File: config.mk
export PLATFORM = sky130hd
export DESIGN_NAME = tx_slot_scheduler_flat
export DESIGN_NICKNAME = d
export VERILOG_FILES = /design/src/rtl/tx_slot_scheduler_if.sv /design/src/rtl/tx_slot_scheduler.sv /design/src/flat_wrapper.sv
export SDC_FILE = /design/constraint.sdc
export NUM_CORES = 1
export LEC_CHECK = 0
export CORE_MARGIN = 1
export CORE_UTILIZATION = 34
export CTS_CLUSTER_SIZE = 8
export DETAILED_ROUTE_END_ITERATION = 6
export DONT_BUFFER_PORTS = 1
export RECOVER_POWER = 100
export SLEW_MARGIN = 25
export SYNTH_ARGS = -nofsm -noshare
export SYNTH_HDL_FRONTEND = slang
export SYNTH_SLANG_ARGS = --single-unit
File: constraint.sdc
create_clock -name i_clk -period 2.1 [get_ports i_clk]
set_clock_uncertainty 0.05 [all_clocks]
set_input_delay 0.42 -clock i_clk [delete_from_list [all_inputs] [get_ports i_clk]]
set_output_delay 0.42 -clock i_clk [all_outputs]
set_load 0.005 [all_outputs]
File: src/rtl/tx_slot_scheduler_if.sv
// Requester handshake and transmitter slot bus of the TX slot scheduler.
// master: requester / transmitter side; slave: the scheduler itself.
interface tx_slot_scheduler_if;
  logic [3:0]  i_req_valid;
  logic [51:0] i_req_data;
  logic [3:0]  o_req_ready;
  logic [15:0] o_tx_data1;
  logic [15:0] o_tx_data2;
  logic [1:0]  o_slot_fill;

  modport master (
    output i_req_valid, i_req_data,
    input  o_req_ready, o_tx_data1, o_tx_data2, o_slot_fill
  );

  modport slave (
    input  i_req_valid, i_req_data,
    output o_req_ready, o_tx_data1, o_tx_data2, o_slot_fill
  );
endinterface

File: src/rtl/tx_slot_scheduler.sv
// Round-robin scheduler filling the two 16-bit payload slots of the serial
// transmitter from 4 requesters once per K28.5 frame. Slots clear on the
// frame strobe, filling stops on SFP fault, and a watchdog flags a missing
// frame strobe.
module tx_slot_scheduler #(
  parameter int unsigned SYNC_TIMEOUT = 16383
) (
  input  logic                 i_clk,
  input  logic                 i_res_n,
  input  logic                 i_frame_sync,
  input  logic                 i_sfp_tx_flt,
  tx_slot_scheduler_if.slave   bus,
  output logic                 o_sync_lost
);

  typedef enum logic [1:0] {
    WAIT_SYNC = 2'd0,
    FILL1     = 2'd1,
    FILL2     = 2'd2,
    DONE      = 2'd3
  } state_t;

  localparam logic [13:0] CNT_MAX = '1;

  state_t      r_state;
  state_t      w_state_nxt;
  logic [1:0]  r_ptr;
  logic [1:0]  w_win;
  logic        w_any;
  logic        w_grant;
  logic [3:0]  w_ready;
  logic [12:0] w_pay;
  logic [15:0] w_word;
  logic [15:0] r_tx_data1;
  logic [15:0] r_tx_data2;
  logic [1:0]  r_slot_fill;
  logic [13:0] r_sync_cnt;
  logic [13:0] w_sync_cnt_nxt;
  logic        r_sync_lost;

  // Round-robin pick: first valid requester after the last grant, wrapping.
  // Scanning from the farthest offset down lets the nearest one win.
  always_comb begin : arb
    logic [1:0] v_idx;
    w_any = |bus.i_req_valid;
    w_win = r_ptr + 2'd1;
    v_idx = '0;
    for (int unsigned i = 4; i >= 1; i--) begin
      v_idx = r_ptr + 2'(i);
      if (bus.i_req_valid[v_idx]) begin
        w_win = v_idx;
      end
    end
  end

  // Payload of the winner and its formatted slot word.
  always_comb begin
    w_pay  = bus.i_req_data[13*w_win +: 13];
    w_word = {1'b1, w_win, w_pay};
  end

  // State register.
  always_ff @(posedge i_clk or negedge i_res_n) begin
    if (!i_res_n) begin
      r_state <= WAIT_SYNC;
    end else begin
      r_state <= w_state_nxt;
    end
  end

  // Next state and grant: fault beats sync, sync beats any grant.
  always_comb begin
    w_state_nxt = r_state;
    w_grant     = 1'b0;
    if (i_sfp_tx_flt) begin
      w_state_nxt = WAIT_SYNC;
    end else if (i_frame_sync) begin
      w_state_nxt = FILL1;
    end else begin
      case (r_state)
        FILL1: begin
          if (w_any) begin
            w_grant     = 1'b1;
            w_state_nxt = FILL2;
          end
        end
        FILL2: begin
          if (w_any) begin
            w_grant     = 1'b1;
            w_state_nxt = DONE;
          end
        end
        default: begin
          w_state_nxt = r_state;
        end
      endcase
    end
    w_ready = w_grant ? (4'b0001 << w_win) : '0;
  end

  // Slot registers, fill flags and round-robin pointer.
  always_ff @(posedge i_clk or negedge i_res_n) begin
    if (!i_res_n) begin
      r_tx_data1  <= '0;
      r_tx_data2  <= '0;
      r_slot_fill <= '0;
      r_ptr       <= 2'd3;
    end else if (i_sfp_tx_flt || i_frame_sync) begin
      r_tx_data1  <= '0;
      r_tx_data2  <= '0;
      r_slot_fill <= '0;
    end else if (w_grant) begin
      r_ptr <= w_win;
      if (r_state == FILL1) begin
        r_tx_data1     <= w_word;
        r_slot_fill[0] <= 1'b1;
      end else begin
        r_tx_data2     <= w_word;
        r_slot_fill[1] <= 1'b1;
      end
    end
  end

  // Frame-strobe watchdog counter, saturating.
  always_comb begin
    if (i_frame_sync) begin
      w_sync_cnt_nxt = '0;
    end else if (r_sync_cnt == CNT_MAX) begin
      w_sync_cnt_nxt = r_sync_cnt;
    end else begin
      w_sync_cnt_nxt = r_sync_cnt + 14'd1;
    end
  end

  // Watchdog registers; the flag tracks the counter value it is stored with.
  always_ff @(posedge i_clk or negedge i_res_n) begin
    if (!i_res_n) begin
      r_sync_cnt  <= '0;
      r_sync_lost <= 1'b0;
    end else begin
      r_sync_cnt  <= w_sync_cnt_nxt;
      r_sync_lost <= (32'(w_sync_cnt_nxt) >= SYNC_TIMEOUT);
    end
  end

  assign bus.o_req_ready = w_ready;
  assign bus.o_tx_data1  = r_tx_data1;
  assign bus.o_tx_data2  = r_tx_data2;
  assign bus.o_slot_fill = r_slot_fill;
  assign o_sync_lost     = r_sync_lost;

endmodule

File: src/flat_wrapper.sv
// flat-port wrapper written by rule: the top's interface ports become plain ports
module tx_slot_scheduler_flat 
#(
  parameter int unsigned SYNC_TIMEOUT = 16383
)
  (i_clk, i_res_n, i_frame_sync, i_sfp_tx_flt, o_sync_lost, bus_i_req_valid, bus_i_req_data, bus_o_req_ready, bus_o_tx_data1, bus_o_tx_data2, bus_o_slot_fill);
  tx_slot_scheduler_if bus_i ();
  input  logic i_clk;
  input  logic i_res_n;
  input  logic i_frame_sync;
  input  logic i_sfp_tx_flt;
  output logic o_sync_lost;
  input wire logic [$bits(bus_i.i_req_valid)-1:0] bus_i_req_valid;
  input wire logic [$bits(bus_i.i_req_data)-1:0] bus_i_req_data;
  output wire logic [$bits(bus_i.o_req_ready)-1:0] bus_o_req_ready;
  output wire logic [$bits(bus_i.o_tx_data1)-1:0] bus_o_tx_data1;
  output wire logic [$bits(bus_i.o_tx_data2)-1:0] bus_o_tx_data2;
  output wire logic [$bits(bus_i.o_slot_fill)-1:0] bus_o_slot_fill;
  assign bus_i.i_req_valid = bus_i_req_valid;
  assign bus_i.i_req_data = bus_i_req_data;
  assign bus_o_req_ready = bus_i.o_req_ready;
  assign bus_o_tx_data1 = bus_i.o_tx_data1;
  assign bus_o_tx_data2 = bus_i.o_tx_data2;
  assign bus_o_slot_fill = bus_i.o_slot_fill;
  tx_slot_scheduler #(.SYNC_TIMEOUT(SYNC_TIMEOUT)) u_core (.i_clk(i_clk), .i_res_n(i_res_n), .i_frame_sync(i_frame_sync), .i_sfp_tx_flt(i_sfp_tx_flt), .bus(bus_i), .o_sync_lost(o_sync_lost));
endmodule
==> run metrics <==
status finished, violations left; failing checks setup timing; Sw Share 39.18%; Layout Cells excl Fill 521; synth-to-layout area growth 23.69%; # rows 35; clk slew on worst S/H paths 120 ps; via count 3,093; Initial Utilization 35.67%; clk_lat worst skew 320 ps; Synth Instances 379; Worst EP required 1630 ps; vias in the first global route 3,012; VDD IR max 0.9622 mV; min-delay worst type in2reg; core area 9371 um^2; Critical Path AT 1800 ps; pwr dens 884.8 nW/um^2; final core utilization 44.13%; final WL 10.47 mm; RSZ-0062 raised after global routing true; Setup TNS Final -653.2 ps; sequential share of the synthesized area 38.25%; Peak Freq 439.9 MHz; Num Clock Sinks 51; final setup margin -173.4 ps; worst relative slew slack 8.288%; drt drc 0; HPWL after DPL 7.243 mm; H-tree depth 2; first-iteration detailed-routing DRC count 149; die area 10,230 um^2; post-synthesis cell area 3343 um^2; Sequential Power Share 31.1%; final-layout fill cell count 952; Tcrit/Tclk final 108.3%; Place WS -19.30 ps; fin crit period 2273 ps; first-pass GRT wire length 16.09 mm; Storage cell area 1279 um^2; Die Span Y 101.2 um; setup violators final 5; ys flop type dfrtp_1; WL/cell 20.10 um; crit-path max FO 4; Die W 101.2 um; Port Buffers 0; Top Ports 99; GP Congestion 0.8679; startpoint types flop; Hold Vio Cnt, Final 0; fin nets 454; number of enable flip-flop cells after synthesis 0; maximum root-to-sink buffer count 2; antenna violations before repair 0; most common cell after layout, fill and taps aside dfrtp_1; number of buffers created by CTS 5; First-pass DRT Iterations 4; Comb power frac 51.6%; root buffer cell clkbuf_8; YS warnings 0; Final ANT Viol Nets 0; Net Count, Synth 442; area of the multi-input gates 2183 um^2; Psw 1.434 mW; total gr overflow 0; clock power share 17.3%; CP Class reg2out; Post-Syn Area per Cell 8.821 um^2; CTS tree yes; placed cells 497; Int Power 2.225 mW; worst-margin pin slew 1376 ps; layout cell share with drive strength beyond 1 26.02%; ys async rst share 100.0%; largest net degree at the start of global routing 52; Distinct cells, synth 57; Tot GR Track Use 20.31%; Worst Setup End Kind primary output; P_leak 1.561 nW; Vias/cell 5.937; Max Cap Viol 0; post-synthesis register bit count 51; most frequent cells in the layout 49 x dfrtp_1, 35 x nand3_1, 27 x o21ai_0, 27 x o211ai_1, 25 x buf_4; ant diodes 0; Slew Limit Fails 0
==> worst max-delay path, cell delays in order (launching register included) <==
cell and delay (ps):
dfstp_2 610, nand2b_4 160, a21oi_4 60, or3_4 380, nand2b_4 180, nor2_4 100
==> Yosys cell counts, drive strengths merged, types with 2 or more instances <==
| master | count | area share, % |
|---|---|---|
| dfrtp | 49 | 37 |
| nand3 | 36 | 5.4 |
| o21ai | 32 | 4.8 |
| o211ai | 27 | 6.1 |
| a21oi | 26 | 4.0 |
| nor2 | 20 | 2.2 |
| buf | 19 | 3.6 |
| inv | 19 | 2.1 |
| a211oi | 18 | 4.0 |
| mux2i | 17 | 5.1 |
| clkbuf | 15 | 1.7 |
| nand2 | 15 | 1.7 |
| o221ai | 13 | 3.4 |
| nand2b | 7 | 1.3 |
| nand4 | 5 | 1.3 |
| nor3 | 5 | 0.90 |
| nor4 | 5 | 1.7 |
| and2 | 4 | 0.75 |
| and4 | 4 | 1.0 |
| xnor2 | 4 | 1.0 |
| ha | 3 | 1.1 |
| nand3b | 3 | 0.67 |
| a41oi | 2 | 0.52 |
| and3 | 2 | 0.37 |
| dfstp | 2 | 1.6 |
| nor3b | 2 | 0.45 |
| o21a | 2 | 0.45 |
| o21bai | 2 | 0.45 |
| or2 | 2 | 0.37 |
| or3 | 2 | 0.37 |
| xor2 | 2 | 0.75 |
==> path summary, 6_finish.rpt <==
path,depth (start not counted),endpoint,start,slack (ps)
hold reg to reg,2,u_core.bus.o_slot_fill[0]$_DFFE_PN0P_,u_core.bus.o_slot_fill[0]$_DFFE_PN0P_,510
max in group asynchronous,2,u_core.r_sync_cnt[10]$_DFF_PN0_,i_res_n,250
setup reg to reg,8,u_core.bus.o_tx_data1[6]$_DFFE_PN0P_,u_core.r_ptr[1]$_DFFE_PN1P_,-10
min in group asynchronous,2,u_core.bus.o_tx_data1[14]$_DFFE_PN0P_,i_res_n,910
hold / removal,1,u_core.r_state[0]$_DFFE_PN0P_,i_sfp_tx_flt,100
setup / recovery,5,bus_o_req_ready[2],u_core.r_ptr[1]$_DFFE_PN1P_,-170
==> cell type report <==
type                       count  share of cell area, %
tap                          129                  3.903
inverter                      19                  1.725
clock inverter                 3                 0.6657
timing repair buffer          39                  8.321
clock buffer                   5                  1.664
sequential                    51                  30.92
multi-input combinational    275                  52.80
==> routing by layer <==
layer,up-vias,routed length [um],global-route usage (%)
met5,-,0,0
met4,0,205,6.689
met3,21,652,3.796
met2,122,5243,34.69
met1,1501,4372,25.90
li1,1449,-,-
==> flip-flops by register name, indices dropped and copies added (netlist names) <==
register and flops:
u_core.r_sync_cnt 14, u_core.bus.o_slot_fill 2, u_core.bus.o_tx_data1 15, u_core.o_sync_lost 1
u_core.bus.o_tx_data2 15, u_core.r_ptr 2, u_core.r_state 2
==> power groups by stage <==
| stage | Clock [mW] | Sequential (mW) | Combinational [mW] |
|---|---|---|---|
| after detailed placement | 0 | 1.16 | 1.13 |
| after CTS | 0.646 | 1.13 | 1.42 |
| after global routing | 0.675 | 1.15 | 2.01 |
| final | 0.634 | 1.14 | 1.89 |
| after global placement | 0 | 1.16 | 1.11 |
| after floorplan | 0 | 1.15 | 0.868 |
==> metrics by stage <==
stage,area [um^2],hold WS (ps),total power [mW]
2_1_floorplan,3343,74.41,2.013
3_3_place_gp,3501,76.60,2.268
3_5_place_dp,3518,77.53,2.296
4_1_cts,3870,95.61,3.193
5_1_grt,4135,94.66,3.831
6_report,4135,97.49,3.659
==> what timing repair did <==
action / in CTS / in global routing
endpoints found under the hold margin: 51 / 0
pin swaps: 9 / 11
setup endpoints to repair: 10 / 31
gates resized for setup: 21 / 55
hold buffers: 2 / 0
buffers inserted: 12 / 5
==> kinds of logic (layout without fill, tap and decap cells) <==
logic type	count (synthesis)	in the layout	synth area share, %
buffers and inverters	53	66	7.485
AND/OR/NAND/NOR	115	115	19.27
multiplexers	18	18	5.427
flip-flops	51	51	38.25
AO/OA/AOI/OAI	133	133	26.65
XOR/XNOR	6	6	1.796
adder cells (fa/ha/maj)	3	3	1.123
Power figures use the tool's default switching activity.
